## src/rtl/eviction_write_buffer_if.sv

```systemverilog
// Upstream line port (cache core <-> buffer) and downstream line port (buffer <-> memory).
// The buffer uses the slave view; the cache/memory side uses the master view.
interface eviction_write_buffer_if #(
  parameter int unsigned s_line = 256
) ();
  logic              mem_read;
  logic              mem_write;
  logic [31:0]       mem_address;
  logic [s_line-1:0] mem_wdata;
  logic              mem_resp;
  logic [s_line-1:0] mem_rdata;

  logic              pmem_read;
  logic              pmem_write;
  logic [31:0]       pmem_address;
  logic [s_line-1:0] pmem_wdata;
  logic              pmem_resp;
  logic [s_line-1:0] pmem_rdata;

  modport slave (
    input  mem_read, mem_write, mem_address, mem_wdata,
    output mem_resp, mem_rdata,
    output pmem_read, pmem_write, pmem_address, pmem_wdata,
    input  pmem_resp, pmem_rdata
  );

  modport master (
    output mem_read, mem_write, mem_address, mem_wdata,
    input  mem_resp, mem_rdata,
    input  pmem_read, pmem_write, pmem_address, pmem_wdata,
    output pmem_resp, pmem_rdata
  );
endinterface

```

## src/rtl/eviction_write_buffer.sv

```systemverilog
// One-line eviction write buffer: acks write-backs immediately, lets read misses
// bypass the pending write-back, and drains the line after an idle period.
module eviction_write_buffer #(
  parameter int unsigned s_offset    = 5,
  parameter int unsigned s_line      = 256,
  parameter int unsigned drain_delay = 4
) (
  input  logic                   clk,
  input  logic                   rst,
  eviction_write_buffer_if.slave bus
);
  localparam int unsigned tag_w = 32 - s_offset;
  localparam int unsigned cnt_w = $clog2(drain_delay + 1);
  localparam logic [31:0] line_mask = ~((32'd1 << s_offset) - 32'd1);

  localparam logic [1:0] st_idle  = 2'd0;
  localparam logic [1:0] st_resp  = 2'd1;
  localparam logic [1:0] st_read  = 2'd2;
  localparam logic [1:0] st_drain = 2'd3;

  logic [1:0]        state_q, state_d;
  logic              valid_q, valid_d;
  logic [tag_w-1:0]  tag_q, tag_d;
  logic [s_line-1:0] data_q, data_d;
  logic [s_line-1:0] rdata_q, rdata_d;
  logic [cnt_w-1:0]  cnt_q, cnt_d;
  logic              mem_resp_q, mem_resp_d;
  logic              pmem_read_q, pmem_read_d;
  logic              pmem_write_q, pmem_write_d;
  logic [31:0]       pmem_addr_q, pmem_addr_d;

  logic [tag_w-1:0]  req_tag;
  logic              match;
  logic [cnt_w-1:0]  cnt_inc;

  assign req_tag = tag_w'(bus.mem_address >> s_offset);
  assign match   = valid_q & (req_tag == tag_q);
  assign cnt_inc = (cnt_q == cnt_w'(drain_delay)) ? cnt_q : cnt_q + cnt_w'(1);

  always_comb begin
    state_d      = state_q;
    valid_d      = valid_q;
    tag_d        = tag_q;
    data_d       = data_q;
    rdata_d      = rdata_q;
    cnt_d        = cnt_q;
    mem_resp_d   = 1'b0;
    pmem_read_d  = pmem_read_q;
    pmem_write_d = pmem_write_q;
    pmem_addr_d  = pmem_addr_q;

    case (state_q)
      st_idle: begin
        if (bus.mem_write && !mem_resp_q) begin
          cnt_d = '0;
          if (!valid_q || match) begin
            // Same-line writes simply overwrite the buffered copy.
            valid_d    = 1'b1;
            tag_d      = req_tag;
            data_d     = bus.mem_wdata;
            mem_resp_d = 1'b1;
            state_d    = st_resp;
          end else begin
            pmem_write_d = 1'b1;
            pmem_addr_d  = {tag_q, {s_offset{1'b0}}};
            state_d      = st_drain;
          end
        end else if (bus.mem_read && !mem_resp_q) begin
          cnt_d = '0;
          if (match) begin
            rdata_d    = data_q;
            mem_resp_d = 1'b1;
            state_d    = st_resp;
          end else begin
            pmem_read_d = 1'b1;
            pmem_addr_d = bus.mem_address & line_mask;
            state_d     = st_read;
          end
        end else if (valid_q) begin
          cnt_d = cnt_inc;
          if (cnt_inc == cnt_w'(drain_delay)) begin
            pmem_write_d = 1'b1;
            pmem_addr_d  = {tag_q, {s_offset{1'b0}}};
            state_d      = st_drain;
          end
        end
      end
      st_resp: state_d = st_idle;
      st_read: begin
        cnt_d = '0;
        if (bus.pmem_resp) begin
          pmem_read_d = 1'b0;
          state_d     = st_idle;
        end
      end
      st_drain: begin
        if (bus.pmem_resp) begin
          pmem_write_d = 1'b0;
          valid_d      = 1'b0;
          cnt_d        = '0;
          state_d      = st_idle;
        end
      end
      default: state_d = st_idle;
    endcase
  end

  always_ff @(posedge clk) begin
    if (rst) begin
      state_q      <= st_idle;
      valid_q      <= 1'b0;
      tag_q        <= '0;
      data_q       <= '0;
      rdata_q      <= '0;
      cnt_q        <= '0;
      mem_resp_q   <= 1'b0;
      pmem_read_q  <= 1'b0;
      pmem_write_q <= 1'b0;
      pmem_addr_q  <= '0;
    end else begin
      state_q      <= state_d;
      valid_q      <= valid_d;
      tag_q        <= tag_d;
      data_q       <= data_d;
      rdata_q      <= rdata_d;
      cnt_q        <= cnt_d;
      mem_resp_q   <= mem_resp_d;
      pmem_read_q  <= pmem_read_d;
      pmem_write_q <= pmem_write_d;
      pmem_addr_q  <= pmem_addr_d;
    end
  end

  // Read misses complete in the same cycle memory answers, so that path is combinational.
  assign bus.mem_resp     = mem_resp_q | ((state_q == st_read) & bus.pmem_resp);
  assign bus.mem_rdata    = (state_q == st_read) ? bus.pmem_rdata : rdata_q;
  assign bus.pmem_read    = pmem_read_q;
  assign bus.pmem_write   = pmem_write_q;
  assign bus.pmem_address = pmem_addr_q;
  assign bus.pmem_wdata   = data_q;
endmodule

```

## src/flat_wrapper.sv

```systemverilog
// flat-port wrapper written by rule: the top's interface ports become plain ports
module eviction_write_buffer_flat 
#(
  parameter int unsigned s_offset    = 5,
  parameter int unsigned s_line      = 256,
  parameter int unsigned drain_delay = 4
)
  (clk, rst, bus_mem_read, bus_mem_write, bus_mem_address, bus_mem_wdata, bus_mem_resp, bus_mem_rdata, bus_pmem_read, bus_pmem_write, bus_pmem_address, bus_pmem_wdata, bus_pmem_resp, bus_pmem_rdata);
  eviction_write_buffer_if #(.s_line(s_line)) bus_i ();
  input  logic clk;
  input  logic rst;
  input wire logic [$bits(bus_i.mem_read)-1:0] bus_mem_read;
  input wire logic [$bits(bus_i.mem_write)-1:0] bus_mem_write;
  input wire logic [$bits(bus_i.mem_address)-1:0] bus_mem_address;
  input wire logic [$bits(bus_i.mem_wdata)-1:0] bus_mem_wdata;
  output wire logic [$bits(bus_i.mem_resp)-1:0] bus_mem_resp;
  output wire logic [$bits(bus_i.mem_rdata)-1:0] bus_mem_rdata;
  output wire logic [$bits(bus_i.pmem_read)-1:0] bus_pmem_read;
  output wire logic [$bits(bus_i.pmem_write)-1:0] bus_pmem_write;
  output wire logic [$bits(bus_i.pmem_address)-1:0] bus_pmem_address;
  output wire logic [$bits(bus_i.pmem_wdata)-1:0] bus_pmem_wdata;
  input wire logic [$bits(bus_i.pmem_resp)-1:0] bus_pmem_resp;
  input wire logic [$bits(bus_i.pmem_rdata)-1:0] bus_pmem_rdata;
  assign bus_i.mem_read = bus_mem_read;
  assign bus_i.mem_write = bus_mem_write;
  assign bus_i.mem_address = bus_mem_address;
  assign bus_i.mem_wdata = bus_mem_wdata;
  assign bus_mem_resp = bus_i.mem_resp;
  assign bus_mem_rdata = bus_i.mem_rdata;
  assign bus_pmem_read = bus_i.pmem_read;
  assign bus_pmem_write = bus_i.pmem_write;
  assign bus_pmem_address = bus_i.pmem_address;
  assign bus_pmem_wdata = bus_i.pmem_wdata;
  assign bus_i.pmem_resp = bus_pmem_resp;
  assign bus_i.pmem_rdata = bus_pmem_rdata;
  eviction_write_buffer #(.s_offset(s_offset), .s_line(s_line), .drain_delay(drain_delay)) u_core (.clk(clk), .rst(rst), .bus(bus_i));
endmodule
```

## config.mk

```make
export PLATFORM = sky130hd
export DESIGN_NAME = eviction_write_buffer_flat
export DESIGN_NICKNAME = d
export VERILOG_FILES = /design/src/rtl/eviction_write_buffer_if.sv /design/src/rtl/eviction_write_buffer.sv /design/src/flat_wrapper.sv
export SDC_FILE = /design/constraint.sdc
export NUM_CORES = 1
export LEC_CHECK = 0
export CORE_AREA = 2 2 423 425
export CTS_CLUSTER_DIAMETER = 40
export CTS_CLUSTER_SIZE = 8
export DETAILED_ROUTE_END_ITERATION = 8
export DIE_AREA = 0 0 425 427
export HOLD_SLACK_MARGIN = 0.05
export MAX_ROUTING_LAYER = met4
export PLACE_DENSITY = 0.32
export SLEW_MARGIN = 5
export SYNTH_ARGS = -nofsm -noshare
export SYNTH_HDL_FRONTEND = slang
export SYNTH_SLANG_ARGS = --single-unit
```

## constraint.sdc

```tcl
create_clock -name clk -period 2.95 [get_ports clk]
set_input_delay 0.59 -clock clk [delete_from_list [all_inputs] [get_ports clk]]
set_output_delay 0.59 -clock clk [all_outputs]
set_load 0.02 [all_outputs]
```

; ---- After elaboration in Yosys (flattened, before gate mapping)
; Index checks and enable logic that the tools add are counted.
[totals]
out_inout_bits = 547
elab_cells = 98
register_bits = 580
in_bits = 549
[op_classes]
mux = 39
bitwise_logic = 5
n_reduce_logical = 21
n_addsub = 1
eq_ne = 22
[op_table]
columns = operator, count
row1 = $mux 256, 1
row2 = $mux 32, 6
row3 = $eq 27x27->1, 1
row4 = $mux 1, 15
row5 = $mux 3, 5
row6 = $mux 2, 7
row7 = $ne 2x2->1 const B, 5
row8 = $reduce_and 5->1, 2
row9 = $pmux 3 s3, 1
row10 = $reduce_and 3->1, 3
row11 = $reduce_bool 3->1, 3
row12 = $ne 2x1->1 const B, 4
row13 = $ne 4x1->1 const B, 2
row14 = $reduce_and 4->1, 2
row15 = $eq 3x3->1 const B, 2
row16 = $ne 3x1->1 const B, 2
row17 = $ne 3x3->1 const B, 2
row18 = $pmux 1 s2, 3
row19 = $pmux 2 s3, 1
row20 = $reduce_and 6->1, 1
row21 = $eq 2x2->1 const B, 2
row22 = $reduce_bool 2->1, 2
row23 = $reduce_or 2->1, 2
row24 = $add 3x1->3 const B, 1
row25 = 9 further kinds, 13

; ---- Depth between registers and ports, before layout
[logic_depth]
word_depth = 8
ltp_mapped = 10
mapped_depth_nobuf = 8

; ---- Worst setup path after synthesis
; Ideal clock, no wire load.
[synth_path]
path_type = reg-to-output
start = reg u_core.state_q[1]
end = out bus_mem_rdata[223]
path_stages_with_launch = 6
path_slack_ns = 0.565
required_time_ns = 2.360
arrival_time_ns = 1.795
n_path_buf = 3
path_cell_list = dfxtp_1 > nor2b_1 > clkbuf_1 > clkbuf_1 > buf_1 > mux2_2
[synth_between]
elab_chain_len = 2
[synth_lines]
columns = element, line
row1 = "start, declared", eviction_write_buffer.sv:21  ; logic [1:0] state_q, state_d;
row2 = "start signal, assigned", eviction_write_buffer.sv:110  ; state_q <= st_idle;
row3 = "start signal, assigned", eviction_write_buffer.sv:121  ; state_q <= state_d;
row4 = $eq 2x2->1, eviction_write_buffer.sv:136  ; assign bus.mem_rdata = (state_q == st_read) ? bus.pmem_rdata : rdata_q;
row5 = $mux 256, eviction_write_buffer.sv:136
row6 = "end, declared", flat_wrapper.sv:17  ; output wire logic [$bits(bus_i.mem_rdata)-1:0] bus_mem_rdata;
; Every way passes these cells.

; ---- Worst setup path in the final report
; Ends and elaborated chain as after synthesis.

==> results summary <==
The flow ran to the end, but the final reports show violations. The checks that failed: setup timing. The remaining antenna violation count is 0. The share of async-settable or async-resettable flops after synthesis came out at 0%. The achievable frequency is 328 MHz. For hold timing, the worst endpoint is u_core.bus.pmem_wdata[236]. Global routing consumed, over all layers together, 17.0% of the routing resources. The routed wire length came out at 157000 um.

The final-report hold violation count came out at 0. The path class of the tightest hold or removal check is in2reg. Summing every instance area after synthesis gives 0.0240 mm^2. The tree built by TritonCTS fans out to 575 sinks. In this run the tightest slew margin relative to its limit is between 40% and 50%. STA classifies the critical path startpoint as a register. The post-detailed-placement half-perimeter wirelength is approximately 120000 um. The clock skew came out at 0.0386 ns. The detailed-route vias per instance came out at 3.73. The post-layout utilization of the core is approximately a quarter. The synthesized flop and latch total came out at 575. The total power after layout came out at approximately 32 mW. The worst setup margin came out at -0.0978 ns.

The signal on the critical path passes through nor2b_4, buf_12, buf_16, buf_8, buf_12, buf_6, mux2_4, buf_6. The number of max-slew violations in the final report came out at 0. The signal arrival time at the worst endpoint is roughly 2.5 ns. The worst stage delay on the critical path came out at 0.32 ns. The number of vias in the routed layout came out at 23600. In the post-synthesis netlist, the biggest area contributors are sky130_fd_sc_hd__dfxtp_1 (48%), sky130_fd_sc_hd__mux2i_1 (13%), sky130_fd_sc_hd__mux2_2 (12%). The effective utilization at floorplan came out at a little over an eighth. The worst path required time came out at approximately 2.4 ns.

Leaving out fill and tap cells, the most frequent cell in the layout is sky130_fd_sc_hd__clkdlybuf4s50_1. The post-synthesis cell type count came out at 38. In this run the biggest area consumer among cell types represents 47.9% of the synthesized area.

Setup repair after global routing could not meet its margin everywhere. The post-synthesis average cell area is around 9.4 um^2. Across the run, the number of max-cap violations was 0. The biggest fanout along the worst timing path came out at 6. For the pin with the worst max-slew slack, the measured transition is 0.754 ns. The largest net degree at the start of global routing came out at 66. The part of the cycle the worst path needs is 103%. The count of yosys warnings during synthesis is 0. For this run the aggregate overflow at the end of global routing stands at 0. The startpoint identified for the worst hold timing path is rst. The detailed-router iteration count before antenna repair is 5. The number of H-tree levels came out at 4. The number of hold buffers added after CTS came out at 0. The number of antenna violations at the first check in global routing was 41. The standard cell core area is 0.177 mm^2.

The critical register-to-register path startpoint is u_core.tag_q[0]. The cell chosen for the clock root is sky130_fd_sc_hd__clkbuf_16. Port buffering added 1085 buffers. The clock insertion delay at the later pin of the skew report is 0.77 ns. The filler cell count is 19100. In this run the critical register-to-register path is captured at u_core.rdata_q[5].

The register-to-register setup slack came out at just under 0.5 ns. The first routing iteration left 1026 violations. The leakage power of the design is 18.9 nW. The first-pass GRT wire length is 207000 um. The length in cells of the worst reg-to-reg path is 9. The detailed-routed wire length on met2 is 79200 um.

Along the worst hold path, the cell count comes to 2. The final weighted congestion of routability-driven global placement is slightly above 0.8. The gate count after technology mapping came out at 2548. The power per cell area is approximately 700 mW/mm^2.

The clock-pin slew of the registers on the worst-case setup and hold paths came out at 0.04 ns. The worst slack at placement came out at -0.319 ns. Relative to the synthesized area, the layout overhead comes to 92.3%. For the finished layout, the period the worst path requires is 3.05 ns.

The wire length on met1 came out at ~65000 um. The net total in the final layout is 4388. Measured along the y axis, the die boundary spans 427 um. The number of global-route vias before repair came out at 23600.

STA classifies the critical path endpoint as an output pin. The top cell types in the final layout, fill and taps aside, are sky130_fd_sc_hd__clkdlybuf4s50_1 (827), sky130_fd_sc_hd__dfxtp_1 (574), sky130_fd_sc_hd__nand2_1 (515). The standard-cell row count came out at between 150 and 200. Of the cells placed in the final design, the portion with a size suffix greater than 1 is 25.8%. The TritonCTS clock tree is done. The count of pins on the block boundary came out at about 1100. The die boundary width is 425 um.

Setup violations remaining at the end of the flow were counted as 129. On the critical path, the stage with the largest delay is an instance of sky130_fd_sc_hd__dfxtp_2. For this run, the leading register cell type out of synthesis is sky130_fd_sc_hd__dfxtp_1.

In the final timing run, aggregate negative setup slack is -4.45 ns. Final hold analysis gives a worst-case slack of 0.299 ns. The CTS buffer count is 146. The type of the worst setup path is reg2out. Routed signal wires occupy layers up through met4. Summed over all instances, the cell type with the most area after synthesis is sky130_fd_sc_hd__dfxtp_1.

IR analysis of the VDD net gives a maximum drop of 364 uV. The number of enable flip-flop cells after synthesis is 0. The wire length per cell came out at 24.9 um. In the routed design, unresolved DRC markers number 0. The maximum number of buffers from clock root to sink is 3. Sequential cells were found to cover 47.9% of the synthesized design area. The met3 wire length came out at 10400 um. The overall die area is 0.181 mm^2.
layout make-up:
type / instances / area, um^2 / share of cell area [%]
Antenna cell: 19 / 47.5 / 0.103
Clock buffer: 201 / 4120 / 8.93
Clock inverter: 59 / 796 / 1.72
Inverter: 6 / 22.5 / 0.0488
Multi-Input combinational cell: 1768 / 12200 / 26.5
Sequential cell: 575 / 11500 / 24.9
Tap cell: 2355 / 2950 / 6.38
Timing Repair Buffer: 1340 / 14500 / 31.5
synthesized netlist by cell type (3+ instances only):
cell / instances
sky130_fd_sc_hd__a211oi_1: 7
sky130_fd_sc_hd__mux2i_1: 310
sky130_fd_sc_hd__inv_1: 6
sky130_fd_sc_hd__a21oi_1: 266
sky130_fd_sc_hd__buf_4: 34
sky130_fd_sc_hd__dfxtp_1: 575
sky130_fd_sc_hd__nand4_1: 9
sky130_fd_sc_hd__nor2_1: 290
sky130_fd_sc_hd__mux2_2: 256
sky130_fd_sc_hd__nor2b_1: 3
sky130_fd_sc_hd__clkbuf_1: 111
sky130_fd_sc_hd__nor3_1: 4
sky130_fd_sc_hd__buf_6: 26
sky130_fd_sc_hd__nand2_1: 516
sky130_fd_sc_hd__and3_1: 4
sky130_fd_sc_hd__buf_1: 3
sky130_fd_sc_hd__nand3_1: 3
sky130_fd_sc_hd__a211oi_2: 20
sky130_fd_sc_hd__xnor2_1: 24
sky130_fd_sc_hd__buf_2: 29
sky130_fd_sc_hd__xor2_1: 3
sky130_fd_sc_hd__a31oi_1: 29
sky130_fd_sc_hd__o21ai_0: 3
metrics by stage:
step / instance area, um^2 / cells
after floorplan: 24000 / 2552
after global placement: 38300 / 5916
after detailed placement: 38300 / 5916
after CTS: 44600 / 6270
after global routing: 46200 / 6320
final: 46200 / 6323
sequential cells by signal (all words and copies together), names as in the netlist:
| signal | flops |
|---|---|
| u_core.valid_q | 1 |
| u_core.bus.pmem_address | 27 |
| u_core.bus.pmem_wdata | 256 |
| u_core.bus.pmem_read | 1 |
| u_core.tag_q | 27 |
| u_core.cnt_q | 3 |
| u_core.state_q | 2 |
| u_core.mem_resp_q | 1 |
| u_core.rdata_q | 256 |
| u_core.bus.pmem_write | 1 |
worst max path at each step:
stage / start / to / slack, ns / cells past startpoint
2_1_floorplan: u_core.state_q[1] / bus_mem_rdata[223] / 0.57 / 5
3_3_place_gp: bus_mem_address[29] / u_core.rdata_q[116] / -0.28 / 10
3_5_place_dp: bus_mem_address[29] / u_core.rdata_q[205] / -0.32 / 10
4_1_cts: u_core.state_q[1] / bus_mem_rdata[108] / -0.29 / 5
5_1_grt: u_core.state_q[1] / bus_mem_rdata[223] / -0.23 / 8
6_report: u_core.state_q[1] / bus_mem_rdata[223] / -0.1 / 8
critical path, delay by kind of cell (launching register included):
kind | cells | cell delay, ns
buf+inv | 6 | 0.81
mux | 1 | 0.32
flops | 1 | 0.32
simple gates | 1 | 0.23
cells by family after synthesis:
| kind of cell | after synthesis | synth area share [%] |
|---|---|---|
| simple gates | 834 | 13.4 |
| flops | 575 | 47.9 |
| mux | 566 | 24.9 |
| compound gates | 334 | 7.93 |
| buf+inv | 209 | 4.76 |
| xor+xnor | 27 | 0.984 |
| fa+ha+maj | 2 | 0.104 |
| other cells | 1 | 0.0156 |
per-layer routing:
| layer | up-vias | track usage [%] |
|---|---|---|
| met1 | 11400 | 19.5 |
| li1 | 11300 | - |
| met4 | 0 | 4.02 |
| met3 | 229 | 5.26 |
| met5 | - | - |
| met2 | 696 | 28.9 |
power by group:
group	total, mW	internal [mW]	switching, mW
Clock	16.0	10.8	5.22
Combinational	7.55	3.94	3.61
Sequential	8.78	8.27	0.505
repair_timing:
item	4_1_cts	5_1_grt
resized for setup	1322	476
endpoints found under the setup margin	256	250
cloned	17	3
buffers inserted	79	45
(Power assumes the default switching activity.)
